## src/rtl/ddr3_core_sched.sv

```systemverilog
// DDR3 command scheduler: open-page bank tracking, PRE/ACT/RD/WR ordering and periodic PREALL+REF.
// Optional macro DDR3_SCHED_CLOSE_PAGE_EN: every RD/WR auto-precharges and open-row tracking is removed.
module ddr3_core_sched #(
    parameter int DDR_MHZ    = 50,
    parameter int DDR_COL_W  = 10,
    parameter int DDR_BANK_W = 3,
    parameter int DDR_ROW_W  = 15
) (
    input  logic                  clk_i,
    input  logic                  rst_i,
    input  logic                  init_done_i,
    input  logic                  req_valid_i,
    input  logic                  req_write_i,
    input  logic [31:0]           req_addr_i,
    input  logic [127:0]          req_wrdata_i,
    input  logic [15:0]           req_wrmask_i,
    output logic                  req_accept_o,
    output logic                  resp_valid_o,
    output logic [127:0]          resp_rddata_o,
    output logic [3:0]            seq_command_o,
    output logic [DDR_ROW_W-1:0]  seq_address_o,
    output logic [DDR_BANK_W-1:0] seq_bank_o,
    output logic [127:0]          seq_wrdata_o,
    output logic [15:0]           seq_wrmask_o,
    input  logic                  seq_accept_i,
    input  logic [127:0]          seq_rddata_i,
    input  logic                  seq_rddata_valid_i
);
    localparam int REFI_CYCLES = (DDR_MHZ * 7800) / 1000;
    localparam int TMR_W       = $clog2(REFI_CYCLES);
    localparam logic [TMR_W-1:0] TMR_RELOAD = TMR_W'(REFI_CYCLES - 1);
    localparam int NUM_BANKS   = 2 ** DDR_BANK_W;
    localparam int ROW_LSB     = DDR_COL_W + DDR_BANK_W + 1;

    localparam logic [3:0] CMD_NOP = 4'b0111;
    localparam logic [3:0] CMD_ACT = 4'b0011;
    localparam logic [3:0] CMD_RD  = 4'b0101;
    localparam logic [3:0] CMD_WR  = 4'b0100;
    localparam logic [3:0] CMD_PRE = 4'b0010;
    localparam logic [3:0] CMD_REF = 4'b0001;

    localparam logic [2:0] ST_INIT_WAIT = 3'd0;
    localparam logic [2:0] ST_IDLE      = 3'd1;
    localparam logic [2:0] ST_PRE       = 3'd2;
    localparam logic [2:0] ST_ACT       = 3'd3;
    localparam logic [2:0] ST_RW        = 3'd4;
    localparam logic [2:0] ST_PREALL    = 3'd5;
    localparam logic [2:0] ST_REF       = 3'd6;

    logic [2:0]            state_q, state_d;
    logic                  refresh_pending_q, refresh_pending_d;
    logic [TMR_W-1:0]      timer_q, timer_d;
    logic                  resp_valid_q, resp_valid_d;
    logic [127:0]          resp_rddata_q, resp_rddata_d;
`ifndef DDR3_SCHED_CLOSE_PAGE_EN
    logic [NUM_BANKS-1:0]                open_q, open_d;
    logic [NUM_BANKS-1:0][DDR_ROW_W-1:0] row_q, row_d;
`endif

    logic [DDR_COL_W-1:0]  req_col;
    logic [DDR_BANK_W-1:0] req_bank;
    logic [DDR_ROW_W-1:0]  req_row;
    logic [DDR_ROW_W-1:0]  rw_addr;
    logic [3:0]            cmd;
    logic [DDR_ROW_W-1:0]  addr;
    logic [DDR_BANK_W-1:0] bank;
    logic                  unused_addr_bits;

    assign req_col  = {req_addr_i[DDR_COL_W:4], 3'b000};
    assign req_bank = req_addr_i[DDR_COL_W+1 +: DDR_BANK_W];
    assign req_row  = req_addr_i[ROW_LSB +: DDR_ROW_W];
    assign unused_addr_bits = ^{req_addr_i[3:0], req_addr_i[31:ROW_LSB+DDR_ROW_W]};

    // A10 on a column command selects auto-precharge.
    always_comb begin
        rw_addr     = DDR_ROW_W'(req_col);
`ifdef DDR3_SCHED_CLOSE_PAGE_EN
        rw_addr[10] = 1'b1;
`else
        rw_addr[10] = 1'b0;
`endif
    end

    always_comb begin
        state_d           = state_q;
        refresh_pending_d = refresh_pending_q;
        cmd               = CMD_NOP;
        addr              = '0;
        bank              = '0;
`ifndef DDR3_SCHED_CLOSE_PAGE_EN
        open_d            = open_q;
        row_d             = row_q;
`endif
        case (state_q)
            ST_INIT_WAIT: if (init_done_i) state_d = ST_IDLE;
            ST_IDLE: begin
                if (refresh_pending_q) begin
                    state_d = ST_PREALL;
                end else if (req_valid_i) begin
`ifdef DDR3_SCHED_CLOSE_PAGE_EN
                    state_d = ST_ACT;
`else
                    if (!open_q[req_bank])               state_d = ST_ACT;
                    else if (row_q[req_bank] == req_row) state_d = ST_RW;
                    else                                 state_d = ST_PRE;
`endif
                end
            end
            ST_PRE: begin
                cmd  = CMD_PRE;
                bank = req_bank;
                if (seq_accept_i) begin
`ifndef DDR3_SCHED_CLOSE_PAGE_EN
                    open_d[req_bank] = 1'b0;
`endif
                    state_d = ST_ACT;
                end
            end
            ST_ACT: begin
                cmd  = CMD_ACT;
                addr = req_row;
                bank = req_bank;
                if (seq_accept_i) begin
`ifndef DDR3_SCHED_CLOSE_PAGE_EN
                    open_d[req_bank] = 1'b1;
                    row_d[req_bank]  = req_row;
`endif
                    state_d = ST_RW;
                end
            end
            ST_RW: begin
                cmd  = req_write_i ? CMD_WR : CMD_RD;
                addr = rw_addr;
                bank = req_bank;
                if (seq_accept_i) state_d = ST_IDLE;
            end
            ST_PREALL: begin
                cmd      = CMD_PRE;
                addr[10] = 1'b1;
                if (seq_accept_i) begin
`ifndef DDR3_SCHED_CLOSE_PAGE_EN
                    open_d = '0;
`endif
                    state_d = ST_REF;
                end
            end
            ST_REF: begin
                cmd = CMD_REF;
                if (seq_accept_i) begin
                    refresh_pending_d = 1'b0;
                    state_d           = ST_IDLE;
                end
            end
            default: state_d = ST_INIT_WAIT;
        endcase

        // A fresh expiry wins over a same-cycle REF accept; an expiry while pending merges.
        if (timer_q == '0) begin
            timer_d           = TMR_RELOAD;
            refresh_pending_d = 1'b1;
        end else begin
            timer_d = timer_q - 1'b1;
        end

        resp_valid_d  = seq_rddata_valid_i;
        resp_rddata_d = seq_rddata_i;
    end

    always_ff @(posedge clk_i) begin
        if (rst_i) begin
            state_q           <= ST_INIT_WAIT;
            refresh_pending_q <= 1'b0;
            timer_q           <= TMR_RELOAD;
            resp_valid_q      <= 1'b0;
            resp_rddata_q     <= '0;
`ifndef DDR3_SCHED_CLOSE_PAGE_EN
            open_q            <= '0;
            row_q             <= '0;
`endif
        end else begin
            state_q           <= state_d;
            refresh_pending_q <= refresh_pending_d;
            timer_q           <= timer_d;
            resp_valid_q      <= resp_valid_d;
            resp_rddata_q     <= resp_rddata_d;
`ifndef DDR3_SCHED_CLOSE_PAGE_EN
            open_q            <= open_d;
            row_q             <= row_d;
`endif
        end
    end

    assign req_accept_o  = (state_q == ST_RW) && seq_accept_i && !rst_i;
    assign resp_valid_o  = resp_valid_q;
    assign resp_rddata_o = resp_rddata_q;
    assign seq_command_o = cmd;
    assign seq_address_o = addr;
    assign seq_bank_o    = bank;
    assign seq_wrdata_o  = req_wrdata_i;
    assign seq_wrmask_o  = req_wrmask_i;

endmodule

```

## config.mk

```make
export PLATFORM = sky130hd
export DESIGN_NAME = ddr3_core_sched
export DESIGN_NICKNAME = d
export VERILOG_FILES = /design/src/rtl/ddr3_core_sched.sv
export SDC_FILE = /design/constraint.sdc
export NUM_CORES = 1
export LEC_CHECK = 0
export CAP_MARGIN = 20
export CORE_AREA = 5 5 233 235
export DETAILED_ROUTE_END_ITERATION = 7
export DIE_AREA = 0 0 238 240
export SLEW_MARGIN = 10
export SYNTH_ARGS = -nofsm -noshare
export SYNTH_HDL_FRONTEND = slang
export SYNTH_SLANG_ARGS = --single-unit
```

## constraint.sdc

```tcl
create_clock -name clk_i -period 3 [get_ports clk_i]
set_input_delay 0.75 -clock clk_i [delete_from_list [all_inputs] [get_ports clk_i]]
set_output_delay 0.75 -clock clk_i [all_outputs]
set_load 0.03 [all_outputs]
```

Word level (Yosys, flattened, before mapping)
Cells that the tools add are included.
- $add $sub $neg: 1
- order comparisons: 2
- eq/ne operators: 13
- bitwise gates (word level): 3
- muxes and demuxes: 32
- reductions and logical operators: 17
- operator list (operator ; number):
    $bwmux 120 ; 1
    $bmux 15 s3 ; 1
    $demux 15 s3 ; 1
    $mux 15 ; 2
    $mux 3 ; 10
    $mux 8 ; 3
    $pmux 8 s3 ; 1
    $pmux 10 s2 ; 1
    $pmux 3 s6 ; 1
    $eq 15x15->1 ; 1
    $pmux 3 s4 ; 1
    $eq 3x3->1 const B ; 3
    $logic_not 9->1 ; 1
    $sub 9x1->9 const B ; 1
    $and 8x8->8 ; 1
    $ne 2x2->1 const B ; 4
    $not 8->8 ; 1
    $or 8x8->8 ; 1
    $eq 3x2->1 const B ; 2
    $mux 1 ; 6
    $reduce_and 6->1 ; 1
    $reduce_or 2->1 ; 3
    $lt 3x4->1 const B ; 1
    $mux 4 ; 1
    other kinds (15) ; 19
- input port bits: 311
- register bits: 270
- output and inout bits: 296

Depth between registers and ports, before layout
- depth in word-level cells: 8
- mapped depth: 10
- gate-level depth less buffers: 7

Worst setup path after synthesis
Ideal clock, no wire load.
- path kind: input-to-output
- start point: input port rst_i
- end point: output port req_accept_o
- cell stages on the path: 3
- path buffers: 2
- arrival: 2.200 ns
- setup slack: 0.050 ns
- cells stage by stage: clkbuf_1 clkbuf_1 nor4b_1
- word-level cells in the longest chain between the ends: 2
- RTL lines (item ; RTL line ; source):
    start: declaration ; 10 ; input logic rst_i,
    $logic_not 1->1 ; 193 ; assign req_accept_o = (state_q == ST_RW) && seq_accept_i && !rst_i;
    $logic_and 1x1->1 ; 193 ;
    end: declaration ; 17 ; output logic req_accept_o,
No other way between the ends.

Final worst setup path
- start point: input port req_addr_i[13]
- end point: output port seq_bank_o[2]
- word-level cells in the longest chain between the ends: 1
- RTL lines (item ; RTL line ; source):
    start: declaration ; 14 ; input logic [31:0] req_addr_i,
    $mux 3 ; 94 ; case (state_q)
    end: declaration ; 22 ; output logic [DDR_BANK_W-1:0] seq_bank_o,
No other way between the ends.

==> impl_metrics.json <==
{
  "die_h_um": 240,
  "final_cell_mix": "clkdlybuf4s50_1, dfxtp_1, nand2_1",
  "grt_pass1_wl_um": 54660,
  "maxCapViolCount": 0,
  "wire_per_inst_um": 17.43,
  "clkSinkCount": 270,
  "worstPathMaxFanout": 26,
  "crit_required_ns": 2.25,
  "fmax_ghz": 0.3448,
  "grt_max_degree": 152,
  "crit_family": "buffers and inverters",
  "layout.nets": 1698,
  "numCtsBuffers": 34,
  "grt_pass1_vias": 9204,
  "drt-total-wl_um": 36570,
  "ir_drop_uv": 407.0,
  "worst_path_most_repeated_cell": "buf_4",
  "ant_nets": 0,
  "setup_viol": 0,
  "synth_area_um2": 11070,
  "h-tree-depth": 2,
  "design.die.area_um2": 57120,
  "hold_violations": 0,
  "core_um2": 52020,
  "utilization": 0.2956,
  "gr-total-overflow": 0,
  "multi_input_area_um2": 4197,
  "start_util": 0.2128,
  "post-route-period-util": 0.9668,
  "power_density_nw_per_um2": 591.8,
  "cts_buffer_depth": 3,
  "fin_ws_ns": 0.09970,
  "clkLatencyLatePin_ns": 0.55,
  "routed_via_density": 4.216,
  "async_flop_share": 0,
  "slew-limit-headroom": 0.5156,
  "hold_class": "register to register",
  "area_growth_pct": 38.87,
  "place.detailed.hpwl_um": 26740,
  "dr.pass1.iters": 5,
  "critPathArrivalTime_ns": 2.15,
  "drt_iter0_drc": 538,
  "ios": 607,
  "register_area_um2": 5406,
  "antenna_found_initial": 2,
  "clock-skew-final_ns": 0.02068,
  "gp_congestion": 0.8282,
  "rows": 84,
  "end_kind": "output pin",
  "min_period_ns": 2.900,
  "fill_cells": 5451,
  "layout_commonest_cell": "clkdlybuf4s50_1",
  "ys_types": 47,
  "seq_area_frac_synth": 0.4881,
  "holdBufCountCts": 0,
  "crit_chain": "clkdlybuf4s50_1 -> buf_12 -> buf_4 -> inv_1 -> buf_4 -> nor2_1 -> buf_4",
  "synth_edf_count": 0,
  "worst_pin_slew_ns": 0.7265,
  "cts-root-buf": "clkbuf_16",
  "port_buffers": 310,
  "ff2ff_setup_slack_ns": 0.87,
  "crit_path_top_delay_cell": "clkdlybuf4s50_1",
  "syn-num-nets": 1504,
  "grtUsageTotal": 0.1234,
  "ys_ff_latch": 270,
  "status": "completed",
  "leakage_nw": 5.601,
  "dieWidth_um": 238,
  "netlist_instances": 1192,
  "synth-main-ff-cell": "dfxtp_1",
  "drc": 0,
  "drive_gt1_frac": 0.1255,
  "clk_pin_slew_worst_paths_ns": 0.06,
  "crit_buf_inv": 6,
  "yosys_warnings": 0,
  "critical_path_class": "input pin to output pin",
  "pre_cts_ws_ns": -0.1233,
  "syn_area_per_cell_um2": 9.290,
  "slowest_delay_ns": 0.50,
  "vias": 8845,
  "antenna-diode-count": 0,
  "grt_setup_unrepaired": "no",
  "cts_tree": "done",
  "maxSlewViolCount": 0,
  "start_kind": "input pin"
}
state kept, by name, indices dropped and copies added (netlist names):
signal / count
open_q: 8
refresh_pending_q: 1
resp_rddata_o: 128
resp_valid_o: 1
row_q: 120
state_q: 3
timer_q: 9
cell families (layout without fill, tap and decap cells):
family	after synthesis	after routing	synth area share
XOR/XNOR	22	22	0.01740
other	1	1	0.0003387
multiplexers	62	62	0.09119
AND/OR/NAND/NOR	448	448	0.1924
buffers and inverters	233	451	0.1337
AO/OA/AOI/OAI	155	155	0.07571
flip-flops	270	270	0.4881
adder cells (fa/ha/maj)	1	1	0.001130
synthesized netlist by cell type (2+ instances only):
cell,count,area [um^2]
a21oi_1,124,620.6
a22o_1,9,78.83
a31oi_1,3,18.77
and3_1,9,56.30
buf_2,15,75.07
buf_4,146,1096
buf_6,3,33.78
clkbuf_1,61,229.0
dfxtp_1,270,5405
inv_1,6,22.52
mux2i_1,33,330.3
mux4_1,7,183.9
mux4_2,22,495.5
nand2_1,228,855.8
nand2b_1,2,12.51
nand3_1,6,30.03
nand4_1,4,25.02
nor2_1,45,168.9
nor2b_1,135,844.6
nor3_1,6,30.03
nor4_2,2,25.02
o21ai_0,10,50.05
or4_1,2,15.01
xnor2_1,11,96.34
xor2_1,11,96.34
where the power goes:
group | internal [mW] | switching, mW | leakage (nW)
clock network | 2.45 | 1.65 | 0.544
registers | 3.70 | 0.0504 | 2.21
logic | 0.584 | 0.666 | 2.84
area by class of cell:
type | instances | share of cell area
clock buffer | 44 | 0.05972
clock inverter | 16 | 0.01367
inverter | 6 | 0.001465
multi-input combinational | 689 | 0.2729
sequential | 270 | 0.3516
tap | 688 | 0.05598
timing repair buffer | 385 | 0.2447
worst paths after layout:
check,startpoint,to,cells after the start
min reg2reg,timer_q[0],timer_q[0],1
max,req_addr_i[13],seq_bank_o[2],7
max reg2reg,state_q[0],row_q[119],9
min,timer_q[0],timer_q[0],1
worst register-to-register path, stage by stage, from the launching register on:
cell and delay [ns]:
dfxtp_1 0.34, buf_4 0.29, nand2_1 0.11, nor2_1 0.10, buf_4 0.21, and3_1 0.22
and3_1 0.39, buf_12 0.19, nand2_1 0.06, a21oi_1 0.14
layer usage:
| layer | routed length (um) | GRT usage | vias to the layer above | share of wire |
|---|---|---|---|---|
| met5 | 83 | 0.01010 | - | 0.0023 |
| met4 | 976 | 0.04070 | 4 | 0.027 |
| met3 | 4693 | 0.06951 | 64 | 0.13 |
| met2 | 17080 | 0.2034 | 530 | 0.47 |
| met1 | 13730 | 0.1346 | 4118 | 0.38 |
| li1 | - | - | 4129 | - |
repair_timing:
item / CTS / global route
endpoints found under the setup margin: 0 / 1
setup buffers: 0 / 0
resized for setup: 0 / 1
metrics by stage:
step	instances	total power, mW	setup TNS, ns	hold WS [ns]	cell area, um^2
finish	2098	9.101	0	0.4188	15380
global route	2098	9.494	0	0.4336	15380
CTS	2098	9.267	0	0.4248	15380
detailed placement	2038	5.096	-0.2224	0.4070	14250
global placement	2038	5.087	-0.2298	0.3989	14250
floorplan	1192	4.788	0	0.3846	11070
No activity file was read; power rests on OpenSTA's default activity.
